### src/rtl/final_pkg.sv
// final_pkg: request/function encodings shared by the DTE front-end request executor.
package final_pkg;

    // Front-end request types carried on req_type / rsp_type.
    typedef enum logic [2:0] {
        dteDiagFunc        = 3'd0,
        dteDiagRead        = 3'd1,
        dteDiagWrite       = 3'd2,
        dteReleaseEBUSData = 3'd3,
        dteMisc            = 3'd4
    } tFEReqType;

    // Miscellaneous function codes carried in req_diag for dteMisc.
    typedef enum logic [31:0] {
        clrCROBAR = 32'd0
    } tMiscFuncType;

    // Common KL10 diagnostic function codes (7-bit diag select).
    typedef enum logic [6:0] {
        diagStopClock  = 7'o000,
        diagStartClock = 7'o001,
        diagStepClock  = 7'o002,
        diagCondStep   = 7'o004,
        diagClrReset   = 7'o006,
        diagSetReset   = 7'o007,
        diagClrRunFlop = 7'o010,
        diagSetRunFlop = 7'o011
    } tDiagFunction;

    // Executor sequencing.
    typedef enum logic {
        stIdle    = 1'b0,
        stPending = 1'b1
    } tDteState;

    // Request time meaning "nothing waiting": the request is dropped.
    localparam logic [63:0] NOTHING_WAITING = '1;

endpackage

### src/rtl/final_block.sv
// final_block: DTE front-end request executor.
// Latches one timestamped request, waits for the free-running tick counter to
// reach the request time, then performs the EBUS / CROBAR action and returns a
// one-cycle reply. Optional DTE_TRACE_EN adds a simulation-only trace line per
// executed request; it does not change the logic.
// EBUS data vectors use [DATA_W-1:0] with index DATA_W-1 being PDP-10 bit 0.
module final_block
    import final_pkg::*;
#(
    parameter int DATA_W = 36,
    parameter int DS_W   = 7,
    parameter int TICK_W = 64
) (
    input  logic              clk,
    input  logic              rst_n,
    input  logic              req_valid,
    output logic              req_ready,
    input  logic [TICK_W-1:0] req_time,
    input  logic [2:0]        req_type,
    input  logic [31:0]       req_diag,
    input  logic [63:0]       req_data,
    output logic [DS_W-1:0]   ebus_ds,
    output logic              ebus_strobe,
    output logic              ebus_drive,
    output logic [DATA_W-1:0] ebus_dout,
    input  logic [DATA_W-1:0] ebus_din,
    output logic              rsp_valid,
    output logic [TICK_W-1:0] rsp_ticks,
    output logic [2:0]        rsp_type,
    output logic [31:0]       rsp_diag,
    output logic [63:0]       rsp_data,
    output logic              crobar
);

    tDteState          state_q, state_d;
    logic [TICK_W-1:0] ticks_q, ticks_d;
    logic [TICK_W-1:0] time_q, time_d;
    logic [2:0]        type_q, type_d;
    logic [31:0]       diag_q, diag_d;
    logic [DATA_W-1:0] data_q, data_d;

    logic [DS_W-1:0]   ebus_ds_q, ebus_ds_d;
    logic              ebus_strobe_q, ebus_strobe_d;
    logic              ebus_drive_q, ebus_drive_d;
    logic [DATA_W-1:0] ebus_dout_q, ebus_dout_d;
    logic              rsp_valid_q, rsp_valid_d;
    logic [TICK_W-1:0] rsp_ticks_q, rsp_ticks_d;
    logic [2:0]        rsp_type_q, rsp_type_d;
    logic [31:0]       rsp_diag_q, rsp_diag_d;
    logic [63:0]       rsp_data_q, rsp_data_d;
    logic              crobar_q, crobar_d;

    logic              execute;
    logic              nothing_waiting;

    // Only the low DATA_W bits of the write data reach the EBUS.
    logic unused_req_data;
    assign unused_req_data = ^req_data[63:DATA_W];

    assign nothing_waiting = (req_time == TICK_W'(NOTHING_WAITING));
    assign execute         = (state_q == stPending) && (ticks_q >= time_q);

    // Next-state, tick counter and registered action/reply computation.
    always_comb begin
        state_d       = state_q;
        ticks_d       = ticks_q + TICK_W'(1);
        time_d        = time_q;
        type_d        = type_q;
        diag_d        = diag_q;
        data_d        = data_q;
        ebus_ds_d     = ebus_ds_q;
        ebus_strobe_d = 1'b0;
        ebus_drive_d  = ebus_drive_q;
        ebus_dout_d   = ebus_dout_q;
        rsp_valid_d   = 1'b0;
        rsp_ticks_d   = rsp_ticks_q;
        rsp_type_d    = rsp_type_q;
        rsp_diag_d    = rsp_diag_q;
        rsp_data_d    = rsp_data_q;
        crobar_d      = crobar_q;

        case (state_q)
            stIdle: begin
                if (req_valid) begin
                    time_d = req_time;
                    type_d = req_type;
                    diag_d = req_diag;
                    data_d = req_data[DATA_W-1:0];
                    if (!nothing_waiting) begin
                        state_d = stPending;
                    end
                end
            end
            stPending: begin
                if (execute) begin
                    state_d     = stIdle;
                    rsp_valid_d = 1'b1;
                    rsp_ticks_d = ticks_q;
                    rsp_type_d  = type_q;
                    rsp_diag_d  = diag_q;
                    rsp_data_d  = {{(64-DATA_W){1'b0}}, ebus_din};
                    case (type_q)
                        dteDiagFunc: begin
                            ebus_ds_d     = diag_q[DS_W-1:0];
                            ebus_strobe_d = 1'b1;
                        end
                        dteDiagWrite: begin
                            ebus_ds_d     = diag_q[DS_W-1:0];
                            ebus_strobe_d = 1'b1;
                            ebus_drive_d  = 1'b1;
                            ebus_dout_d   = data_q;
                        end
                        dteReleaseEBUSData: begin
                            ebus_drive_d = 1'b0;
                            ebus_dout_d  = '0;
                        end
                        dteMisc: begin
                            if (diag_q == clrCROBAR) begin
                                crobar_d = 1'b0;
                            end
                        end
                        default: begin
                            // dteDiagRead and unknown types: reply only.
                        end
                    endcase
                end
            end
            default: state_d = stIdle;
        endcase
    end

    // State, counter and output registers; reset discards any pending request.
    always_ff @(posedge clk or negedge rst_n) begin
        if (!rst_n) begin
            state_q       <= stIdle;
            ticks_q       <= '0;
            time_q        <= '0;
            type_q        <= '0;
            diag_q        <= '0;
            data_q        <= '0;
            ebus_ds_q     <= '0;
            ebus_strobe_q <= 1'b0;
            ebus_drive_q  <= 1'b0;
            ebus_dout_q   <= '0;
            rsp_valid_q   <= 1'b0;
            rsp_ticks_q   <= '0;
            rsp_type_q    <= '0;
            rsp_diag_q    <= '0;
            rsp_data_q    <= '0;
            crobar_q      <= 1'b1;
        end else begin
            state_q       <= state_d;
            ticks_q       <= ticks_d;
            time_q        <= time_d;
            type_q        <= type_d;
            diag_q        <= diag_d;
            data_q        <= data_d;
            ebus_ds_q     <= ebus_ds_d;
            ebus_strobe_q <= ebus_strobe_d;
            ebus_drive_q  <= ebus_drive_d;
            ebus_dout_q   <= ebus_dout_d;
            rsp_valid_q   <= rsp_valid_d;
            rsp_ticks_q   <= rsp_ticks_d;
            rsp_type_q    <= rsp_type_d;
            rsp_diag_q    <= rsp_diag_d;
            rsp_data_q    <= rsp_data_d;
            crobar_q      <= crobar_d;
        end
    end

    assign req_ready   = (state_q == stIdle);
    assign ebus_ds     = ebus_ds_q;
    assign ebus_strobe = ebus_strobe_q;
    assign ebus_drive  = ebus_drive_q;
    assign ebus_dout   = ebus_dout_q;
    assign rsp_valid   = rsp_valid_q;
    assign rsp_ticks   = rsp_ticks_q;
    assign rsp_type    = rsp_type_q;
    assign rsp_diag    = rsp_diag_q;
    assign rsp_data    = rsp_data_q;
    assign crobar      = crobar_q;

`ifdef DTE_TRACE_EN
    function automatic string fe_req_name(input logic [2:0] t);
        case (t)
            dteDiagFunc:        return "DiagFunc";
            dteDiagRead:        return "DiagRead";
            dteDiagWrite:       return "DiagWrite";
            dteReleaseEBUSData: return "ReleaseEBUSData";
            dteMisc:            return "Misc";
            default:            return "Unknown";
        endcase
    endfunction

    // Trace each request as it executes; reads show the sampled EBUS data.
    always_ff @(posedge clk) begin
        if (rst_n && execute) begin
            if (type_q == dteDiagRead)
                $display("%0d DTE: %s [%06o,,%06o]", ticks_q, fe_req_name(type_q),
                         ebus_din[DATA_W-1:DATA_W/2], ebus_din[DATA_W/2-1:0]);
            else
                $display("%0d DTE: %s [%06o,,%06o]", ticks_q, fe_req_name(type_q),
                         data_q[DATA_W-1:DATA_W/2], data_q[DATA_W/2-1:0]);
        end
    end
`endif

endmodule

### config.mk
export PLATFORM = sky130hd
export DESIGN_NAME = final_block
export DESIGN_NICKNAME = d
export VERILOG_FILES = /design/src/rtl/final_pkg.sv /design/src/rtl/final_block.sv
export SDC_FILE = /design/constraint.sdc
export NUM_CORES = 1
export LEC_CHECK = 0
export CAP_MARGIN = 15
export CORE_UTILIZATION = 50
export DETAILED_ROUTE_END_ITERATION = 8
export DONT_BUFFER_PORTS = 1
export GPL_ROUTABILITY_DRIVEN = 0
export PLACE_DENSITY_LB_ADDON = 0.15
export SLEW_MARGIN = 10
export SYNTH_ARGS = -nofsm -noshare
export SYNTH_HDL_FRONTEND = slang
export SYNTH_SLANG_ARGS = --single-unit
### constraint.sdc
create_clock -name clk -period 7.8 [get_ports clk]
set_input_delay 0.78 -clock clk [delete_from_list [all_inputs] [get_ports clk]]
set_output_delay 0.78 -clock clk [all_outputs]
set_load 0.1 [all_outputs]
==> results of run 1 <==
==> worst min-delay path by stage <==
stage / startpoint / to / slack [ns]
4_1_cts: rst_n / time_q[32]$_DFFE_PN0P_ / -0.08
6_report: rst_n / crobar$_DFFE_PN1P_ / 0.1
3_5_place_dp: data_q[0]$_DFFE_PN0P_ / data_q[0]$_DFFE_PN0P_ / 0.49
2_1_floorplan: ticks_q[63]$_DFF_PN0_ / ticks_q[63]$_DFF_PN0_ / 0.46
3_3_place_gp: data_q[11]$_DFFE_PN0P_ / data_q[11]$_DFFE_PN0P_ / 0.48
5_1_grt: rst_n / crobar$_DFFE_PN1P_ / 0.07
==> cells in the mapped netlist, types with 20 or more instances <==
cell      instances
mux2_2          133
inv_1            69
xnor2_1          44
clkbuf_1         25
ha_1             65
a21oi_1          20
dfrtp_1         381
o21ai_0          69
buf_4            29
nand4_1          42
mux2_1          117
nand3_1          32
nor2b_1          37
nand2_1         100
==> layer usage <==
| metal | share of wire | vias to the layer above | GRT usage |
|---|---|---|---|
| met4 | 0.026 | 0 | 0.0754 |
| met3 | 0.089 | 55 | 0.0696 |
| met2 | 0.48 | 323 | 0.353 |
| met1 | 0.41 | 4867 | 0.276 |
| met5 | 0 | - | 0 |
| li1 | - | 4534 | - |
==> worst max-delay path, stage by stage (launching register included) <==
cell,delay [ns]
dfrtp_1,0.44
ha_1,0.35
nand4_1,0.20
nor4_4,0.39
nand3_2,0.18
nor4_2,0.33
a22oi_2,0.23
a21oi_4,0.22
buf_4,0.49
buf_4,0.67
mux2_2,0.41
==> report_power, final <==
part	internal, uW	switching (uW)	total, uW
registers	2070	38.9	2110
clock network	1150	770	1920
logic	90.6	188	279
total	3310	998	4310
==> final cells by class <==
cell class              instances  area [um2]  area share
flip-flops and latches        382        9560       0.519
multi-input cells             816        6570       0.356
clock buffers                  67        1310      0.0710
well taps                     442         553      0.0300
inverters                      69         259      0.0141
repair buffers                 10         115     0.00625
clock inverters                 9        48.8     0.00265
diodes                          4        10.0    0.000543
==> sequential cells by signal, summed over array words and instances (netlist names), 7 cells and up <==
| register | cells |
|---|---|
| rsp_data | 36 |
| ebus_ds | 7 |
| rsp_ticks | 64 |
| ticks_q | 64 |
| data_q | 36 |
| diag_q | 32 |
| ebus_dout | 36 |
| time_q | 64 |
| rsp_diag | 32 |
==> stage by stage <==
stage / instances / power (uW) / utilization / area (um2) / worst slack, ns
floorplan: 1341 / 2350 / - / 16900 / 4.92
global placement: 1717 / 2370 / 0.519 / 17000 / 3.74
detailed placement: 1717 / 2380 / 0.519 / 17000 / 3.65
CTS: 1793 / 4330 / 0.560 / 18400 / 3.63
global route: 1795 / 4490 / 0.562 / 18400 / 3.50
finish: 1799 / 4310 / 0.562 / 18400 / 3.74
==> cells by family (layout without fill, tap and decap cells) <==
family          Yosys count  after routing
xor+xnor                 62             62
fa+ha+maj                65             65
mux                     251            251
buf+inv                 143            155
simple gates            296            296
flops                   382            382
compound gates          114            114
other cells               1             32
==> what timing repair did <==
item | 4_1_cts | 5_1_grt
endpoints found under the setup margin | 0 | 0
resized for setup | 0 | 0
endpoints found under the hold margin | 381 | 177
==> flow_metrics.py, run 1 <==
metrics = {
    "setup_path": {
        "crit_required_ns": 8.22,
        "worstPathArrival_ns": 4.47,
        "timing.rr.end": "rsp_diag[31]$_DFFE_PN0P_",
        "end_kind": "flip-flop",
        "rrSetupSlack_ns": 3.74,
        "cp_max_fo": 49,
        "r2r-start": "ticks_q[59]$_DFF_PN0_",
        "crit_end": "rsp_diag[31]$_DFFE_PN0P_",
        "critPathLaunchType": "flip-flop",
        "worstSetupStartpoint": "ticks_q[59]$_DFF_PN0_",
        "r2r_cells": 10,
        "crit_type": "flip-flop to flip-flop",
    },
    "global_routing": {
        "antenna_found_initial": 0,
        "grt_start_max_net_pins": 383,
        "grt_pass1_wl_mm": 57.3,
        "first_global_vias": 10000,
        "track_usage": 0.218,
        "overflow": 0,
    },
    "power": {
        "power.density_cell_area_mw_per_mm2": 234,
        "leakage_uw": 0.00906,
        "ir_worst_vdd_v": 0.000172,
    },
    "synth": {
        "ys_seq_area_frac": 0.570,
        "synth_xor_area_frac": 0.0324,
        "synth_simple_gate_area_share": 0.0944,
        "synth_area_leaders": "dfrtp_1 (57%), mux2_2 (8.9%), mux2_1 (7.9%)",
        "syn_area_mm2": 0.0168,
        "yosysUniqueCellTypes": 50,
        "synth_mux_area_frac": 0.168,
        "yosysTopAreaCell": "dfrtp_1",
        "synthAdderAreaFrac": 0.0485,
        "ys_seq_elements": 382,
        "async_flop_share": 1.00,
        "synth-main-ff-cell": "dfrtp_1",
        "avgSynthCellArea_um2": 12.8,
        "synth_top_family_by_area": "multiplexers",
        "synth_compound_area_frac": 0.0407,
        "synth_warnings": 0,
        "yosysTopAreaCellShare": 0.568,
        "synthCells": 1314,
        "synth_edf_count": 0,
    },
    "layout": {
        "fin_nets": 1588,
        "drive_gt1_frac": 0.165,
        "mostFrequentLayoutCell": "dfrtp_1",
        "area_delta_synth_final_pct": 9.84,
        "final_cell_mix": "dfrtp_1 (381), mux2_2 (133), mux2_1 (117)",
        "fillers": 2765,
    },
    "sta": {
        "hold_violations": 0,
        "fmaxAchievable_ghz": 0.247,
        "post-route-period-util": 0.520,
        "drv_slew": 0,
        "post-route-min-period_ns": 4.06,
        "whs_ns": 0.0967,
        "grt_setup_unrepaired": "no",
        "setup_tns_ns": 0,
        "finalClockSkew_ns": 0.0184,
        "worst_pin_slew_ns": 1.11,
        "setup_violations": 0,
        "slew_headroom": 0.257,
    },
    "cts": {
        "cts.clk_slew.worst_paths_ns": 0.06,
        "cts_buffers": 42,
        "cts_setup_buffers": 0,
        "clock_latency_ns": 0.54,
        "cts_max_path_buffers": 3,
        "cts_tree": "built",
        "root_buffer": "clkbuf_16",
        "htree_levels": 2,
        "clkSinkCount": 382,
    },
    "job": {
        "maxCapViolCount": 0,
    },
    "place": {
        "port_buffers": 0,
        "dp_hpwl_mm": 26.0,
    },
    "drt": {
        "vias_per_cell": 5.44,
        "vias": 9779,
        "first_pass_iters": 5,
        "wl_per_cell_um": 20.8,
        "drt_iter0_drc": 511,
        "ant_nets": 0,
        "routed_wl_mm": 37.4,
        "drc_errors": 0,
    },
    "status": {
        "outcome": "finished clean",
    },
    "floorplanning": {
        "die_h_um": 185,
        "core_area_mm2": 0.0328,
        "placementRows": 66,
        "io_pins": 413,
        "initial_utilization": 0.512,
        "die-area_mm2": 0.0343,
        "die_w_um": 185,
    },
    "min_path": {
        "hold_class": "input port to asynchronous set/reset pin",
    },
}
(Power assumes the default switching activity.)
==> run 2: changes to the inputs <==
==> constraint.sdc (replaced) <==
create_clock -name clk -period 3.6 [get_ports clk]
set_input_delay 0.36 -clock clk [delete_from_list [all_inputs] [get_ports clk]]
set_output_delay 0.36 -clock clk [all_outputs]
set_load 0.1 [all_outputs]
==> run 2 against run 1 <==
  * The run now ends with hold timing left
  * Clock skew fell by 0.0027 ns
  * Sequential share of layout area down 4.9 points
  * Total power is 120% higher
  * Wire length grew 5.6%
  * Non-clock buffer count up 189
  * Worst setup slack got worse by 3.5 ns
  * Clock-buffer cell count is 6 lower
  * First-iteration DRC count decreased by 2.2%
  * Hold slack worse by 0.55 ns
  * Combinational power grew 140%
  * Utilization is 5.8 points higher
  * Largest cell class unchanged
  * Critical path type unchanged
  * Critical endpoint is now rsp_ticks[41]$_DFFE_PN0P_
  * Fmax is 20% higher
==> flow_metrics.py, run 2 (same netlist as run 1, synthesis figures left out) <==
metrics = {
    "global_routing": {
        "first_global_vias": 11200,
        "antenna_found_initial": 0,
        "grt_pass1_wl_mm": 61.6,
        "overflow": 0,
        "track_usage": 0.233,
        "grt_start_max_net_pins": 383,
    },
    "drt": {
        "vias_per_cell": 5.35,
        "drt_iter0_drc": 500,
        "wl_per_cell_um": 19.9,
        "routed_wl_mm": 39.5,
        "vias": 10600,
        "first_pass_iters": 5,
        "ant_nets": 0,
        "drc_errors": 0,
    },
    "setup_path": {
        "r2r_cells": 9,
        "worstPathArrival_ns": 3.76,
        "critPathLaunchType": "flip-flop",
        "critPathBufInv": 1,
        "end_kind": "flip-flop",
        "path_depth": 9,
        "crit_required_ns": 3.99,
        "worstPathCellList": "ha_1 > nand4_1 > nor4_4 > nand3_2 > nor4_2 > a22oi_2 > a21oi_4 > buf_12 > mux2_1",
        "crit_type": "flip-flop to flip-flop",
        "cp_max_fo": 50,
        "crit_family": "simple AND/OR/NAND/NOR gates",
        "critPathSlowestCell": "dfrtp_1",
        "cpPeakStageDelay_ns": 0.44,
    },
    "floorplanning": {
        "core_area_mm2": 0.0328,
        "die_h_um": 185,
        "io_pins": 413,
        "placementRows": 66,
        "die-area_mm2": 0.0343,
        "die_w_um": 185,
        "initial_utilization": 0.512,
    },
    "cts": {
        "cts_max_path_buffers": 3,
        "cts_buffers": 41,
        "clock_latency_ns": 0.53,
        "root_buffer": "clkbuf_16",
        "cts_hold_buffers": 171,
        "htree_levels": 2,
        "cts_tree": "built",
        "cts.clk_slew.worst_paths_ns": 0.06,
        "clkSinkCount": 382,
    },
    "place": {
        "pre_cts_slack_ns": 0.00947,
        "dp_hpwl_mm": 26.4,
        "port_buffers": 0,
        "dpl.cell_count": 1737,
    },
    "sta": {
        "hold_violations": 381,
        "fmaxAchievable_ghz": 0.296,
        "setup_tns_ns": 0,
        "slew_headroom": 0.278,
        "worst_pin_slew_ns": 1.08,
        "fin_ws_ns": 0.226,
        "drv_slew": 0,
        "grt_setup_unrepaired": "no",
        "setup_violations": 0,
        "finalClockSkew_ns": 0.0157,
        "post-route-period-util": 0.937,
        "post-route-min-period_ns": 3.37,
        "whs_ns": -0.456,
    },
    "status": {
        "outcome": "finished, violations left",
        "violations": "hold timing",
    },
    "layout": {
        "drive_gt1_frac": 0.156,
        "final_cell_mix": "dfrtp_1 (381), dlygate4sd3_1 (171), mux2_2 (133)",
        "mostFrequentLayoutCell": "dfrtp_1",
        "area_delta_synth_final_pct": 21.3,
        "diodes": 0,
        "instances_no_fill": 1979,
        "fin_nets": 1776,
    },
    "power": {
        "ir_worst_vdd_v": 0.000367,
        "power.density_cell_area_mw_per_mm2": 471,
        "leakage_uw": 0.00989,
    },
    "min_path": {
        "hold_class": "input port to asynchronous set/reset pin",
    },
    "job": {
        "maxCapViolCount": 0,
    },
}
[run 2: cell types whose count changed in the layout (fill, tap and decap cells not counted), moves of 3 or more]
| cell | previous run | this run |
|---|---|---|
| diode_2 | 4 | 0 |
| clkbuf_1 | 12 | 9 |
| buf_4 | 8 | 21 |
| bufinv_16 | 0 | 4 |
| clkinv_2 | 8 | 4 |
| dlygate4sd3_1 | 0 | 171 |
| buf_12 | 0 | 6 |
[run 2: worst paths after layout]
kind,startpoint,to,slack [ns]
min reg2reg,data_q[10]$_DFFE_PN0P_,data_q[10]$_DFFE_PN0P_,0.49
max reg2reg,ticks_q[59]$_DFF_PN0_,rsp_ticks[41]$_DFFE_PN0P_,0.23
min in group clk,req_time[8],time_q[8]$_DFFE_PN0P_,0.04
max,ticks_q[59]$_DFF_PN0_,rsp_ticks[41]$_DFFE_PN0P_,0.23
max in group asynchronous,rst_n,diag_q[8]$_DFFE_PN0P_,3.47
min,rst_n,ticks_q[32]$_DFF_PN0_,-0.46
[run 2: area by class of cell]
cell class | count | area (um2)
Clock buffer | 61 | 1230
Clock inverter | 10 | 158
Fill cell | 2537 | 12400
Inverter | 69 | 259
Multi-Input combinational cell | 816 | 6570
Sequential cell | 382 | 9560
Tap cell | 442 | 553
Timing Repair Buffer | 199 | 2000
[run 2: report_power, final]
group          internal, uW  switching (uW)
sequential             4480            85.3
clock                  2650            1670
combinational           314             367
[run 2: timing repair]
item | in CTS | in global routing
hold endpoints to repair | 553 | 382
setup buffers | 0 | 0
setup endpoints to repair | 19 | 18
resized for setup | 1 | 1
[run 2: layer usage]
metal	track usage	vias up	wire, um
li1	-	4904	-
met2	0.389	329	19100
met5	0	-	0
met1	0.290	5285	16200
met4	0.0727	0	939
met3	0.0688	71	3180
[run 2: metrics by stage]
stage / power (uW) / hold slack [ns] / instance area [um2] / utilization
after detailed placement: 5160 / 0.0790 / 17200 / 0.525
final: 9570 / -0.456 / 20300 / 0.620
after global routing: 9930 / -0.485 / 20300 / 0.620
after CTS: 9690 / -0.485 / 20300 / 0.620
after floorplan: 5080 / 0.0644 / 16900 / -
after global placement: 5140 / 0.0776 / 17200 / 0.525
==> patch 1: new RTL, settings of run 2 <==
Take the reset off `rsp_data_q` and load it in a clocked block of its own.
--- a/src/rtl/final_block.sv
+++ b/src/rtl/final_block.sv
@@ -147,5 +147,4 @@
             rsp_type_q    <= '0;
             rsp_diag_q    <= '0;
-            rsp_data_q    <= '0;
             crobar_q      <= 1'b1;
         end else begin
@@ -164,7 +163,10 @@
             rsp_type_q    <= rsp_type_d;
             rsp_diag_q    <= rsp_diag_d;
-            rsp_data_q    <= rsp_data_d;
             crobar_q      <= crobar_d;
         end
+    end
+
+    always_ff @(posedge clk) begin
+        rsp_data_q <= rsp_data_d;
     end
 
Check against the original RTL: differs if rst_n is asserted again (counterexample within 4 cycles, from zero or initial values and one cycle with rst_n low); with rst_n held inactive, the same outputs for 4 cycles.
==> patch 1 against run 2 <==
  * The flow still finishes with violations (negative hold slack)
  * Cell area down 2.4%
  * Sequential power down 2%
  * Fmax up 6.0%
  * Synthesized area down 2.1%
  * Setup slack better by 0.19 ns
  * Routed wire length down 6.7%
  * Utilization up 0.061 points
  * Sequential cell count unchanged
  * Final cell count down 2.8%
  * First-iteration DRC count down 4.6%
  * Power down 5.0%
  * Critical path type unchanged
  * Critical endpoint is now rsp_ticks[63]
  * Largest cell class unchanged
==> patch 1: results (changes against run 2) <==
[run_status]
status=complete, but fails checks
violations=negative hold slack

[synth]
yosysUniqueCellTypes=55  ; +10%
synth_top_flop_cell=dfrtp_1
ys.warnings.count=0  ; unchanged
synth_seq_area_share_pct=59.4  ; +2.3 points
synth_edf_count=36  ; +36
synth_area_leaders=dfrtp_1, mux2_2, edfxtp_1, ha_1, nand2_1
synth-async-reset-ratio_pct=90.6  ; -9.4 points
synth_common_cells=dfrtp_1, mux2_2, nand2_1, o21ai_0, inv_1

[placement]
hpwl_microns=24500  ; -7.3%
post-place-ws_ns=0.448  ; +0.439 ns
placed_cell_area_sq_um=16800  ; -2.5%

[final_layout]
drive_gt1_share_pct=19.7  ; +4.1 points
final_nets=1728  ; -2.7%

[worst_setup_path]
crit_fanout=77  ; +54%
endpoint=rsp_ticks[63]
r2r-end=rsp_ticks[63]
r2r-start=ticks_q[55]
r2r_slack_ns=0.42  ; +0.19 ns
ff2ff_path_depth=10  ; +1
critical_path_class=flop to flop
cp.arrival_ns=3.58  ; -0.18 ns

[sta]
final.setup_skew_ns=0.0149  ; -0.000829 ns
min_period_ns=3.18  ; -0.192 ns
hold_slack_ns=-0.465  ; -0.00967 ns
hold_viol=345  ; -9.4%
tightestPinTransition_ns=1.09  ; +0.00509 ns

[clocking]
cts_made_buffers=41  ; unchanged
cts_resized=0  ; -1
hold_buffers=172  ; +0.58%
cts_max_level=2  ; unchanged
cts_buffer_depth=3  ; unchanged

[min_path]
hold_path.class=input pin to async pin

[grt]
grt_use_total_pct=22.0  ; -1.3 points
grt_max_degree=347  ; -9.4%
grt_pass1_vias=10556  ; -5.9%
antenna_found_initial=0  ; unchanged
grt_first_pass_wirelength_microns=57900  ; -6.0%

[route]
drt_iter0_drc=477  ; -4.6%
dr.pass1.iters=4  ; -1
dr_total_vias=10180  ; -3.9%
wl_per_cell_microns=19.1  ; -4.1%
drcViolationCount=0  ; unchanged

[power]
vdd_drop_max_uv=394  ; +7.4%
p_switching_mw=1.92  ; -9.5%
p_leak_nw=9.43  ; -4.6%

[patch 1: cell types whose count changed after synthesis, moves of 8 or more]
cell / change
nand4_1: -8
mux2_1: -114
buf_6: -11
mux2_2: +71
buf_2: +8
dfrtp_1: -36
a21oi_1: +8
nand2_1: +10
edfxtp_1: +36
[patch 1: critical path, stage by stage (launching register included)]
cell	delay, ns
dfrtp_1	0.47
ha_1	0.37
nand4_1	0.13
or3_4	0.43
nor3_2	0.27
o31a_1	0.20
a41o_2	0.13
nor2_4	0.08
nor2_4	0.17
buf_12	0.33
mux2_2	0.39
[patch 1: final cells by class]
class	count	area, sq um
flip-flops and latches	382	9740
clock inverters	19	223
well taps	435	544
inverters	73	274
fillers	2452	12100
multi-input cells	780	6100
clock buffers	52	1110
repair buffers	183	1850
[patch 1: routing by layer]
| metal | vias to the layer above | share of wire [%] | global-route usage (%) |
|---|---|---|---|
| li1 | 4757 | - | - |
| met1 | 5028 | 41 | 27.6 |
| met2 | 329 | 48 | 36.2 |
| met3 | 66 | 7.8 | 6.22 |
| met4 | 0 | 3.1 | 7.97 |
| met5 | - | 0 | 0 |
[patch 1: logic make-up after synthesis]
logic type,count (synthesis),share of synthesized area [%]
compound gates,119,3.98
xor+xnor,62,3.31
fa+ha+maj,65,4.96
buf+inv,142,4.15
flops,382,59.4
mux,215,14.9
other cells,1,0.0228
simple gates,291,9.32
[patch 1: stage by stage]
stage | hold WS, ns | power, mW | instances | utilization (%)
floorplan | 0.0644 | 4.83 | 1304 | -
global placement | 0.0701 | 4.84 | 1681 | 52.5
detailed placement | 0.0689 | 4.85 | 1681 | 52.5
CTS | -0.490 | 9.20 | 1924 | 62.1
global route | -0.489 | 9.40 | 1924 | 62.1
finish | -0.465 | 9.10 | 1924 | 62.1
[patch 1: worst min path at each step]
stage / end / cells after the start
6_report: rsp_ticks[22] / 0
5_1_grt: rsp_ticks[22] / 0
4_1_cts: rsp_ticks[22] / 0
3_5_place_dp: rsp_ticks[22] / 0
3_3_place_gp: rsp_ticks[22] / 0
2_1_floorplan: data_q[0] / 0
[patch 1: power groups by stage]
stage	clock network [mW]	registers [mW]	logic, mW
after floorplan	0	4.54	0.290
after global placement	0	4.55	0.293
after detailed placement	0	4.55	0.303
after CTS	4.26	4.47	0.463
after global routing	4.42	4.48	0.501
final	4.16	4.47	0.462
[patch 1: repair_timing]
action / in CTS / in global routing
buffers inserted: 0 / 0
endpoints found under the hold margin: 518 / 346
endpoints found under the setup margin: 0 / 0
==> patch 2: new RTL, config.mk and constraints of run 2 <==
Made on the original files. Set the parameter `DS_W` to 14 (it was 7).
--- a/src/rtl/final_block.sv
+++ b/src/rtl/final_block.sv
@@ -9,5 +9,5 @@
 #(
     parameter int DATA_W = 36,
-    parameter int DS_W   = 7,
+    parameter int DS_W   = 14,
     parameter int TICK_W = 64
 ) (
Interface: changed (resized ebus_ds); port bits go from 413 to 420. The function was not compared with the original's and may differ.
==> patch 2 against run 2 <==
  * Routed wire length decreased by 2.1%
  * Sequential cell count rose by 7
  * Synthesized area up 1.5%
  * Die area is 1.5% higher
  * Setup slack better by 0.086 ns
  * The run still ends with negative hold slack left
  * Clock skew decreased by 0.0018 ns
  * Cell area grew 0.76%
  * Power increased by 0.36%
==> patch 2: results (changes against run 2) <==
[synth]
synth-compound-area-share_pct=4.26  ; +0.20 points
synth_area_leaders=dfrtp_1, mux2_2, mux2_1, ha_1, xnor2_1
yosys.area_share.xor_xnor_pct=3.19  ; -0.047 points
synth_common_cells=dfrtp_1, mux2_2, mux2_1, nand2_1, inv_1
muxShareOfSynthArea_pct=17.3  ; +0.42 points

[worst_setup_path]
ff2ff_path_depth=10  ; +1
cp.arrival_ns=3.69  ; -0.07 ns

[grt]
grt_use_total_pct=22.2  ; -1.0 points
antenna_found_initial=1  ; +1
grt_max_degree=390  ; +1.8%

[route]
drt_iter0_drc=542  ; +8.4%
wl_per_cell_microns=19.4  ; -2.9%
wl_microns=38600  ; -2.1%
dr.pass1.iters=4  ; -1

[run_status]
status=complete, but fails checks
violations=negative hold slack

[placement]
placed_cell_area_sq_um=17400  ; +0.84%
post-place-ws_ns=0.306  ; +0.297 ns
hpwl_microns=25700  ; -2.6%
place_inst=1749  ; +0.69%

[final_layout]
drive_gt1_share_pct=15.0  ; -0.63 points
final_nets=1784  ; +0.45%

[clocking]
hold_buffers=172  ; +0.58%

[sta]
hold_viol=388  ; +1.8%
hold_slack_ns=-0.450  ; +0.00547 ns

[power]
vdd_drop_max_uv=398  ; +8.6%

[patch 2: cell types whose count changed in the layout (fill, tap and decap cells not counted), moves of 6 or more]
cell,change
mux2_4,+9
inv_1,+8
o21ai_0,+6
buf_4,-12
dfrtp_1,+7
nor2_1,+11
[patch 2: final cells by class]
class	instances	area (sq um)
Sequential cell	389	9740
Tap cell	448	561
Fill cell	2639	13000
Multi-Input combinational cell	820	6600
Clock buffer	65	1320
Timing Repair Buffer	187	1910
Clock inverter	10	80.1
Inverter	77	289
[patch 2: cells by family after synthesis]
| family | after synthesis |
|---|---|
| AND/OR/NAND/NOR | 286 |
| multiplexers | 258 |
| buffers and inverters | 153 |
| AO/OA/AOI/OAI | 121 |
| adder cells (fa/ha/maj) | 65 |
| other | 1 |
| flip-flops | 389 |
| XOR/XNOR | 62 |
[patch 2: metal layers]
metal	share of wire, %	vias up	track usage [%]
li1	-	4906	-
met1	44	5270	29.1
met5	0	-	0
met4	2.4	0	6.27
met2	46	342	35.7
met3	7.9	65	6.86
[patch 2: worst max-delay path, cell delays in order, from the launching register on]
cell and delay [ns]:
dfrtp_1 0.44, ha_1 0.33, nand4_1 0.18, nor4_4 0.44
nand3_1 0.17, a2111oi_2 0.34, a211oi_4 0.11, buf_4 0.18
a2111oi_4 0.40, buf_12 0.22, mux2_2 0.35
[patch 2: power breakdown]
group / total (mW) / switching, mW / internal [mW] / leakage, nW
sequential: 4.65 / 0.0888 / 4.56 / 5.16
combinational: 0.685 / 0.370 / 0.315 / 4.10
clock: 4.27 / 1.68 / 2.59 / 0.692
[patch 2: worst max-delay path by stage]
stage | depth (start not counted) | to
final | 10 | ebus_ds[2]
after global routing | 10 | ebus_ds[2]
after CTS | 10 | ebus_ds[2]
after detailed placement | 10 | ebus_ds[3]
after global placement | 10 | ebus_ds[13]
after floorplan | 9 | ebus_ds[10]
